File: src/rtl/xbar_cfg_loader.sv
// Scan-chain configuration loader for a string of shift-register crossbar muxes.
// Host words arrive over valid/ready and are shifted LSB-first onto SE/SIN for
// exactly CHAIN_LEN cycles. Bits returning on SOUT are repacked into readback
// words so the host can verify the configuration being replaced.
module xbar_cfg_loader #(
  parameter int WORD_W    = 32,
  parameter int CHAIN_LEN = 1024,
  parameter int CNT_W     = 16
) (
  input  logic              CLK,
  input  logic              RST,
  input  logic              START,
  input  logic [WORD_W-1:0] DIN,
  input  logic              DIN_VALID,
  output logic              DIN_READY,
  output logic              SE,
  output logic              SIN,
  input  logic              SOUT,
  output logic [WORD_W-1:0] RB_DATA,
  output logic              RB_VALID,
  output logic              BUSY,
  output logic              DONE
);

  localparam logic [1:0] S_IDLE   = 2'd0;
  localparam logic [1:0] S_WAIT   = 2'd1;
  localparam logic [1:0] S_SHIFT  = 2'd2;
  localparam logic [1:0] S_FINISH = 2'd3;

  localparam int IW  = (WORD_W > 1) ? $clog2(WORD_W) : 1;
  localparam int WLW = $clog2(WORD_W + 1);

  localparam logic [CNT_W-1:0] LEN_M1  = CNT_W'(CHAIN_LEN - 1);
  localparam logic [IW-1:0]    RB_LAST = IW'(WORD_W - 1);
  localparam logic [WLW-1:0]   WL_FULL = WLW'(WORD_W);
  localparam logic [WLW-1:0]   WL_ONE  = WLW'(1);

  logic [1:0]        state;
  logic [WORD_W-1:0] shreg;     // outgoing word, bit 0 is on SIN
  logic [WLW-1:0]    wleft;     // bits of the current word not yet shifted
  logic [CNT_W-1:0]  bitcnt;    // SE-high cycles so far in this load
  logic [WORD_W-1:0] rbreg;     // readback word being assembled
  logic [IW-1:0]     rbidx;     // next readback bit position
  logic [WORD_W-1:0] rb_data;
  logic              rb_valid;
  logic              sin_hold;  // SIN value parked while SE is low

  logic              last;
  logic              word_end;
  logic              accept;
  logic [WORD_W-1:0] rb_next;

  // Handshake and readback-merge decode; ready also opens on the final bit of
  // a word so continuous input produces an unbroken SE run.
  always_comb begin
    last      = (bitcnt == LEN_M1);
    word_end  = (wleft == WL_ONE);
    DIN_READY = (state == S_WAIT) ||
                ((state == S_SHIFT) && word_end && !last);
    accept    = DIN_VALID && DIN_READY;
    rb_next   = rbreg;
    rb_next[rbidx] = SOUT;
  end

  assign SE       = (state == S_SHIFT);
  assign SIN      = (state == S_SHIFT) ? shreg[0] : sin_hold;
  assign BUSY     = (state != S_IDLE);
  assign DONE     = (state == S_FINISH);
  assign RB_DATA  = rb_data;
  assign RB_VALID = rb_valid;

  // Load sequencer: word acceptance, shifting, bit counting and readback capture.
  always_ff @(posedge CLK or posedge RST) begin
    if (RST) begin
      state    <= S_IDLE;
      shreg    <= '0;
      wleft    <= '0;
      bitcnt   <= '0;
      rbreg    <= '0;
      rbidx    <= '0;
      rb_data  <= '0;
      rb_valid <= 1'b0;
      sin_hold <= 1'b0;
    end else begin
      rb_valid <= 1'b0;
      case (state)
        S_IDLE: begin
          if (START) begin
            state  <= S_WAIT;
            bitcnt <= '0;
            rbidx  <= '0;
            rbreg  <= '0;
          end
        end
        S_WAIT: begin
          if (accept) begin
            shreg <= DIN;
            wleft <= WL_FULL;
            state <= S_SHIFT;
          end
        end
        S_SHIFT: begin
          sin_hold <= shreg[0];
          bitcnt   <= bitcnt + CNT_W'(1);
          // a full word, or whatever is left at the end of the chain, is emitted
          if ((rbidx == RB_LAST) || last) begin
            rb_data  <= rb_next;
            rb_valid <= 1'b1;
            rbidx    <= '0;
            rbreg    <= '0;
          end else begin
            rbreg <= rb_next;
            rbidx <= rbidx + IW'(1);
          end
          if (last) begin
            // upper bits of a word overhanging the chain end are dropped
            state <= S_FINISH;
            wleft <= '0;
          end else if (word_end) begin
            if (accept) begin
              shreg <= DIN;
              wleft <= WL_FULL;
            end else begin
              shreg <= shreg >> 1;
              wleft <= '0;
              state <= S_WAIT;
            end
          end else begin
            shreg <= shreg >> 1;
            wleft <= wleft - WLW'(1);
          end
        end
        default: begin
          state <= S_IDLE;
        end
      endcase
    end
  end

endmodule
File: config.mk
export PLATFORM = sky130hd
export DESIGN_NAME = xbar_cfg_loader
export DESIGN_NICKNAME = d
export VERILOG_FILES = /design/src/rtl/xbar_cfg_loader.sv
export SDC_FILE = /design/constraint.sdc
export NUM_CORES = 1
export LEC_CHECK = 0
export CAP_MARGIN = 20
export CORE_MARGIN = 4
export CORE_UTILIZATION = 45
export CTS_CLUSTER_SIZE = 24
export DETAILED_ROUTE_END_ITERATION = 6
export GPL_TIMING_DRIVEN = 0
export PLACE_DENSITY = 0.62
export SETUP_SLACK_MARGIN = 0.15
export SLEW_MARGIN = 40
export SYNTH_ARGS = -nofsm -noshare
export SYNTH_HDL_FRONTEND = slang
export SYNTH_SLANG_ARGS = --single-unit
File: constraint.sdc
create_clock -name CLK -period 10.5 [get_ports CLK]
set_clock_uncertainty 0.1 [all_clocks]
set_input_delay 1.05 -clock CLK [delete_from_list [all_inputs] [get_ports CLK]]
set_output_delay 1.05 -clock CLK [all_outputs]
set_load 0.05 [all_outputs]
# --- Word level (Yosys, flattened, before mapping) ---
# Cells that the tools add are included.
# Widths: inputs -> output; s select.
word_totals:
  reg_bits: 127
  inputBits: 37
  out_inout_bits: 38
  elab_cells: 71
op_classes:
  n_addsub: 3
  n_lt_le_gt_ge: 2
  eq_ne: 11
  n_mux: 30
  reduce_logical: 16
ops:
  columns: ["operator", "n"]
  rows:
  - ["$mux 32", 6]
  - ["$pmux 32 s2", 2]
  - ["$bwmux 32", 1]
  - ["$pmux 16 s2", 1]
  - ["$mux 6", 4]
  - ["$add 16x1->16 const B", 1]
  - ["$eq 16x10->1 const B", 1]
  - ["$mux 16", 1]
  - ["$pmux 6 s2", 1]
  - ["$mux 2", 5]
  - ["$mux 5", 2]
  - ["$pmux 5 s2", 1]
  - ["$eq 6x1->1 const B", 1]
  - ["$lt 5x6->1 const B", 1]
  - ["$ne 2x2->1 const B", 3]
  - ["$pmux 2 s3", 1]
  - ["$reduce_and 2->1", 3]
  - ["$reduce_bool 2->1", 3]
  - ["$sub 6x1->6 const B", 1]
  - ["$add 5x1->5 const B", 1]
  - ["$demux 1 s5", 1]
  - ["$eq 5x5->1 const B", 1]
  - ["$ge 5x1->1 const B", 1]
  - ["$eq 2x2->1 const B", 2]
  - ["other kinds (10)", 17]

# --- Logic depth before layout (Yosys ltp) ---
# Gate-level depths: netlist of the first run.
logic_depth:
  ltp_word: 9
  mapped_depth: 9
  ltp_nobuf: 7

# --- Worst setup path before layout of the first run ---
# OpenSTA, ideal clock, no wires.
synth_timing:
  kind: "reg-to-output"
  from: "register state[0]"
  to: "output port SIN"
  arrival_ns: 2.247
  t_required_ns: 9.350
  slack_ns: 7.103
  path_stages_with_launch: 6
  path_buffers: 3
  cell_sequence: "dfrtp_1 -> buf_2 -> nand2b_1 -> clkbuf_1 -> buf_1 -> o21ai_0"
synth_between:
  elab_chain_cells: 2
synth_rtl:
  columns: ["item", "line", "rtl"]
  rows:
  - ["start: declaration", "38", "logic [1:0] state;"]
  - ["start signal: assignment", "75", "state <= S_IDLE;"]
  - ["start signal: assignment", "89", "state <= S_WAIT;"]
  - ["start signal: assignment", "99", "state <= S_SHIFT;"]
  - ["$eq 2x2->1", "66", "assign SIN = (state == S_SHIFT) ? shreg[0] : sin_hold;"]
  - ["$mux 1", null, null]
  - ["end: declaration", "17", "output logic SIN,"]
# No other way between the ends.

# --- Worst setup path in the final report of the first run ---
# Same ends and word-level chain as after synthesis.

==> results of run 1 <==
[worst paths after layout]
check / endpoint / slack, ns / depth (start not counted)
min in group asynchronous: RB_VALID / 0.96 / 2
worst max-delay path: SIN / 6.15 / 7
worst max register to register: rbreg[3] / 7.48 / 8
max in group asynchronous: wleft[2] / 8.67 / 3
worst min register to register: rbreg[8] / 0.40 / 1
worst min-delay path: rbreg[8] / 0.40 / 1
[power by group through the flow]
| stage | Clock (W) | Sequential [W] | Combinational, W |
|---|---|---|---|
| 2_1_floorplan | 0 | 0.000620 | 0.000436 |
| 3_3_place_gp | 0 | 0.000629 | 0.000578 |
| 3_5_place_dp | 0 | 0.000631 | 0.000596 |
| 4_1_cts | 0.000578 | 0.000624 | 0.000600 |
| 5_1_grt | 0.000600 | 0.000634 | 0.000663 |
| 6_report | 0.000568 | 0.000626 | 0.000600 |
[stage by stage]
| step | hold WS, ns | cells | worst slack [ns] | instance area [sq um] |
|---|---|---|---|---|
| final | 0.3952 | 940 | 6.146 | 8327 |
| after global routing | 0.4115 | 940 | 5.907 | 8327 |
| after CTS | 0.3995 | 940 | 6.067 | 8327 |
| after detailed placement | 0.3778 | 911 | 6.515 | 7765 |
| after global placement | 0.3753 | 910 | 4.078 | 7730 |
| after floorplan | 0.3620 | 653 | 5.966 | 6769 |
[cells in the mapped netlist, types with 4 or more instances]
| cell type | instances | area (sq um) |
|---|---|---|
| buf_2 | 13 | 65.06 |
| nand3_1 | 19 | 95.09 |
| clkbuf_1 | 28 | 105.1 |
| buf_6 | 8 | 90.09 |
| o211ai_2 | 10 | 125.1 |
| nand4_1 | 12 | 75.07 |
| a22o_1 | 26 | 227.7 |
| o22ai_1 | 4 | 25.02 |
| mux2_4 | 29 | 435.4 |
| a31oi_1 | 6 | 37.54 |
| o21ai_0 | 34 | 170.2 |
| o31ai_1 | 4 | 30.03 |
| nand2_1 | 53 | 198.9 |
| o41ai_1 | 17 | 148.9 |
| nor4_1 | 4 | 25.02 |
| nand4b_1 | 12 | 105.1 |
| ha_1 | 8 | 100.1 |
| mux2_2 | 21 | 236.5 |
| nand2b_1 | 8 | 50.05 |
| nor3_1 | 8 | 40.04 |
| o211ai_1 | 5 | 37.54 |
| a21oi_1 | 4 | 20.02 |
| buf_1 | 4 | 15.01 |
| dfrtp_1 | 127 | 3178 |
| a222oi_1 | 30 | 300.3 |
| inv_1 | 74 | 277.8 |
| nor2_1 | 44 | 165.2 |
[sequential cells by signal, summed over array words and instances, names as in the netlist]
signal	cells
RB_DATA	32
RB_VALID	1
bitcnt	16
rbidx	5
rbreg	32
shreg	32
sin_hold	1
state	2
wleft	6
[cell type report]
cell class	instances	area [sq um]
timing repair buffer	74	758.2
buffer	56	335.3
clock buffer	22	474.2
inverter	74	285.3
clock inverter	7	87.58
multi-input combinational	396	2978
fill	1316	6317
sequential	127	3178
tap	184	230.2
[layer usage]
layer	part of all wire, %	up-vias	wire length [um]
met2	48	166	8092
met1	46	2700	7715
met3	4.6	17	777
met5	0	-	0
li1	-	2578	-
met4	1.0	0	169
[cell families after synthesis]
family / Yosys count / share of synthesized area [%]
mux: 50 / 9.926
simple gates: 178 / 13.25
flops: 127 / 46.95
xor+xnor: 1 / 0.1294
fa+ha+maj: 8 / 1.479
buf+inv: 130 / 9.057
compound gates: 159 / 19.21
[critical path, delay by kind of cell, from the launching register on]
family | cells | cell delay, ns
AO/OA/AOI/OAI | 1 | 0.16
buffers and inverters | 4 | 1.91
flip-flops | 1 | 0.31
AND/OR/NAND/NOR | 2 | 0.40
==> results, run 1 <==
- The hold buffer count at cts is 0.
- The final reports fail on design-rule violations.
- Summing internal, switching and leakage power gives ~0.0018 W.
- Setup repair after global routing left no endpoint under its margin.
- The most common cell after layout, fill and taps aside is dfrtp_1.
- Summing every instance area after synthesis gives just under 7000 sq um.
- The end-of-flow core utilization is a little under three fifths.
- The sum of net half-perimeters after detailed placement is about 12000 um.
- The final period utilization is 41.47%.
- CTS built an H-tree with a depth of 4.
- The clock period minus final worst setup slack is 4.354 ns.
- Per report_power, the combinational group accounts for between 30% and 40% of the total.
- The hold violation total from the final report is 0.
- The internal power component is around 0.0012 W.
- The proportion of register bits with asynchronous set or reset after synthesis is 100.0%.
- For this run, the slowest stage of the critical path takes approximately 0.87 ns.
- The global router's overall resource usage is approximately a fifth.
- The kind of path behind the tightest hold check is flop to flop.
- Timing would allow up to 0.2297 GHz.
- The remaining max-slew budget at the tightest pin is between 50% and 60%.
- The total number of yosys warnings is 0.
- The synthesized netlist net count is 698.
- Sequential cells burn 34.9% of the power.
- The share of synthesized area occupied by flip-flops and latches is around 47%.
- The number of port buffers is 73.
- For this configuration, the core starts out at a cell density of between 40 and 50%.
- The net switching fraction of the power is 35.36%.
- The average wire length per cell after detail routing is between 15 and 20 um.
- For this run the aggregate overflow at the end of global routing stands at 0.
- The total clock sinks is ~130.
- Global routing consumed, on the met1 layer, ~28% of the routing resources.
- The TritonCTS buffer count is 17.
- Compared with the post-synthesis result, the final layout area differs by 23.01%.
- Once detail routing completed, the nets flagged for antenna violations numbered 0.
- The endpoint required time on the critical path is just over 9 ns.
- The most used flip-flop cell after synthesis is dfrtp_1.
- The number of gates resized after CTS was 0.
- The met3 layer usage reported by global route is approximately 4.7%.
- The endpoint arrival time on the critical path is about 3.2 ns.
- The highest net fanout along the worst path is 10.
- The type of element launching the critical path is a flop.
- The detailed router finished its first iteration with ~540 violations.
- The signal on the critical path passes through buf_2, nand2b_1, clkbuf_1, buf_1, nand2_1, o21ai_0, clkdlybuf4s50_1.
- The maximum ir drop on the vdd rail is 134.3 uV.
- The power spent charging and discharging nets is approximately 0.00063 W.
- 0 antenna diodes ended up in the layout.
- The number of antenna violations at the first check in global routing was 0.
- Dividing total power by cell area gives a power density of 215.4 nW/um^2.
- The most critical setup path has its startpoint at state[0].
- The average size of a mapped cell is between 10 and 15 sq um.
- In this run the static leakage power is 3.812 nW.
- The routed via count is 5461.
- The post-synthesis cell count is roughly 650.
- The register bit total from synthesis is 127.
- The final number of max-transition violations was 0.
- The first TritonRoute pass finished after 7 iterations.
- The flow ran to the end, but the final reports show violations.
- Entering global routing, the biggest net connects 70 pins.
- The longest clock path from root to sink contains 2 buffers.
- Setup violations remaining at the end of the flow were counted as 0.
- After global routing, the most crowded layer is met2.
- The clock power share is a little under a third.
- The initialized floorplan defines 44 standard-cell rows.
- The total die area is roughly 17000 sq um.
- The synthesized design contains 0 enable-type register cells.
- At the pin with the least slew margin, the transition time is roughly 0.7 ns.
- The number of remaining DRC errors is 16.
- The final routed wirelength across all metal layers is 16750 um.
- The worst hold path begins at rbreg[8].
- The tree is rooted in a clkbuf_16.
- The type of element capturing the critical path is an output pin.
- The first global-routing pass estimated around 27000 um of wire.
- In this run, distinct cell masters in the synthesized netlist total 54.
- The clock latency on the worst-skew pair is approximately 0.4 ns.
- The met2 track utilization from global routing is 31.16%.
- TritonCTS built the clock tree.
- The chip width is 130.6 um.
- The number of nets in the layout is around 790.
- The number of ports placed on the die boundary is 75.
- Post-CTS timing repair inserted 0 buffers for setup.
- After clock tree synthesis, the clock-pin slew on the worst setup and hold paths is around 0.050 ns.
- In this run the critical register-to-register path is launched from rbidx[3].
- The core region is 14640 sq um.
- The die is around 130 um tall.
- The accumulated negative setup slack is 0 ns.
- The number of global-route vias before repair came to roughly 5.3k.
- Of the cells placed in the final design, the portion with a size suffix greater than 1 is 16.01%.
- The setup path with the least slack is of type flop to output pin.
- On the critical path, the stage with the largest delay is an instance of clkdlybuf4s50_1.
- The ratio of routed vias to standard cells is about 5.8.
- In the layout the commonest cells are dfrtp_1 (127), inv_1 (73), clkdlybuf4s50_1 (73).
- Max-cap violations in this run came to 0.
- The routability-driven placement congestion ratio is 0.8637.
Note: power is estimated with default switching activity, not from simulation.
==> run 2: changes to the inputs <==
==> constraint.sdc (replaced) <==
create_clock -name CLK -period 4.05 [get_ports CLK]
set_clock_uncertainty 0.1 [all_clocks]
set_input_delay 0.405 -clock CLK [delete_from_list [all_inputs] [get_ports CLK]]
set_output_delay 0.405 -clock CLK [all_outputs]
set_load 0.05 [all_outputs]
==> run 2 against run 1 <==
Net effect:
- the run still ends with design-rule violations left
- hold slack got worse by 0.081 ns
- flip-flop and latch count unchanged
- via count about the same
- total power grew to 2.6 times the previous value
- wire length hardly changed
- highest routed layer unchanged
==> results, run 2 (synthesis gave the netlist of run 1 again) <==
- The internal power component is ~0.003 W.
- The routed via count is 5465.
- The root cell of the clock tree is clkbuf_16.
- The area occupied by multi-input gates is between 2000 and 3000 sq um.
- Setup repair after global routing left no endpoint under its margin.
- The type of element launching the critical path is a flop.
- Among all stages on the critical path, the largest delay is contributed by clkdlybuf4s50_1.
- In this run, the clock network consumes about a third of the power.
- The flow ran to the end, but the final reports show violations.
- No sink is reached through more buffers than the 2 on the longest clock path.
- The number of global-route vias before repair is roughly 5.3k.
- Summed over all nets, the switching power comes to 0.001644 W.
- The endpoint required time on the critical path is ~3.5 ns.
- The number of port buffers is 73.
- 0 antenna diodes ended up in the layout.
- For this run, the post-layout net count is 791.
- The area taken by flip-flops and latches is roughly 3200 sq um.
- For this design the top-level I/O count stands at 75.
- The number of antenna violations at the first check in global routing is 0.
- The top achievable clock speed is roughly 0.27 GHz.
- After detailed placement, the total cell area comes to between 7000 and 8000 sq um.
- The placeable core region is 14640 sq um.
- Measured against its own limit, the worst slew margin works out to around 54%.
- The checks that failed: design-rule violations.
- CTS saw 127 sinks.
- Along the worst path, the maximum fanout reaches 10.
- The final instance area is approximately 8300 sq um.
- The routed design could run at a clock period as short as between 3 and 4 ns.
- Leaving out fill and tap cells, the most frequent cells in the layout are dfrtp_1 (127), inv_1 (73), clkdlybuf4s50_1 (72).
- The overall power consumption is about 0.0046 W.
- The initial standard-cell utilization of the core is between 40 and 50%.
- The hold violation total from the final report is 0.
- The most common cell after layout, fill and taps aside is dfrtp_1.
- The static leakage is about 3.8 nW.
- The slew of the pin with the lowest slew margin is 0.6763 ns.
- In the final layout, the share of cells above drive strength 1 is 16.01%.
- Entering global routing, the biggest net connects 70 pins.
- Timing analysis after detailed placement gives a worst setup slack of between 0.7 and 0.8 ns.
- The final number of max-transition violations came to 0.
- The tightest min-delay check is of the primary input to asynchronous set/reset pin type.
- The final period utilization is ~91%.
- The number of maximum-capacitance constraint violations is 0.
- After clock tree synthesis, the clock-pin slew on the worst setup and hold paths is about 0.050 ns.
- The count of buffering cells on the critical path with inverters included is 3.
- Once detail routing completed, the nets flagged for antenna violations numbered 0.
- The DRC marker count from the first detailed-route iteration is ~540.
- After detailed routing, the number of remaining DRC violations is 16.
- Walking the worst path, the cells encountered are ha_1, buf_2, nor3b_1, nand4_1, clkbuf_1, nand2_1, o22ai_1, clkdlybuf4s50_1.
- Setup slack on the critical path of the routed design comes to approximately 0.36 ns.
- The critical setup path kind is flop to output pin.
- The net switching fraction of the power is around 35%.
- After detailed routing, the total wire length is between 15000 and 20000 um.
- In this run the number of H-tree levels came out at 4.
- The TritonCTS buffer count is 17.
- The global-route wire length before repair is between 20000 and 30000 um.
- The maximum ir drop on the vdd rail is 348.4 uV.
- In the routed layout, each cell is associated on average with a via count of about 5.8.
- TritonCTS built the clock tree.
- Power spread over the standard cell area amounts to ~560 nW/um^2.
- The critical path's top delay family is buffers and inverters.
- The height of the die is about 130 um.
- Once detailed placement completed, the half-perimeter wirelength came to 11520 um.
- Routability-driven placement finished with a final weighted congestion of around 0.86.
- The floorplan step defined a die boundary enclosing 17070 sq um.
- The count of final setup violators is 0.
- The sequential fraction of design power is 34.9%.
- The chip width is between 100 and 150 um.
- The average wire length per cell after detail routing is ~18 um.
- The largest single stage delay on the critical path is 0.83 ns.
- STA classifies the critical path endpoint as an output pin.
- In the global route stage, overall resource usage came out at approximately 20%.
- After filler insertion, the fill cell instance count of the layout stands at about 1.3k.
- The first-pass iteration count of the detailed router is 7.
- The area added between synthesis and finish is 23.05%.
- The number of rows created at floorplan is 44.
- The overflow left after global routing is 0.
- The endpoint arrival time on the critical path is ~3.2 ns.
- The clock latency on the worst-skew pair is slightly above 0.4 ns.
- The share of total power dissipated in combinational logic is between 30% and 40%.
[run 2: layout make-up]
cell class | count | share of cell area [%]
Tap cell | 184 | 2.764
Timing Repair Buffer | 74 | 9.133
Clock inverter | 7 | 1.052
Inverter | 74 | 3.425
Sequential cell | 127 | 38.16
Multi-Input combinational cell | 396 | 35.75
Clock buffer | 22 | 5.693
Buffer | 56 | 4.026
[run 2: routing by layer]
layer  wire (um)  up-vias  track usage [%]
li1            -     2577                -
met1        7679     2702            27.55
met2        8103      169            31.16
met3         798       17            4.675
met4         169        0            6.836
met5           0        -                0
[run 2: per-stage QoR]
stage | hold WS [ns] | std cells | util [%] | TNS, ns
2_1_floorplan | 0.3620 | 653 | - | 0
5_1_grt | 0.3250 | 940 | 56.88 | 0
6_report | 0.3142 | 940 | 56.88 | 0
3_5_place_dp | 0.3778 | 911 | 53.02 | 0
3_3_place_gp | 0.3753 | 910 | 52.79 | -218.52
4_1_cts | 0.2999 | 940 | 56.86 | 0
[run 2: power by group through the flow]
stage | Combinational, W | Sequential, W | Clock (W)
floorplan | 0.00113 | 0.00161 | 0
global placement | 0.00150 | 0.00163 | 0
detailed placement | 0.00155 | 0.00164 | 0
CTS | 0.00156 | 0.00162 | 0.00150
global route | 0.00172 | 0.00164 | 0.00156
finish | 0.00155 | 0.00162 | 0.00147
[run 2: repair_timing]
item,in CTS,in global routing
setup endpoints to repair,0,1
hold buffers,0,0
resized for setup,0,1
buffers inserted,0,0
[run 2: worst paths after layout]
kind	startpoint	endpoint	slack [ns]	cells past startpoint
max	bitcnt[0]	DIN_READY	0.36	8
min	RST	RB_VALID	0.31	2
max reg2reg	rbidx[3]	rbreg[3]	1.03	8
min reg2reg	rbreg[8]	rbreg[8]	0.40	1
max in group asynchronous	RST	wleft[2]	2.86	3
min in group CLK	DIN_VALID	state[0]	0.32	2
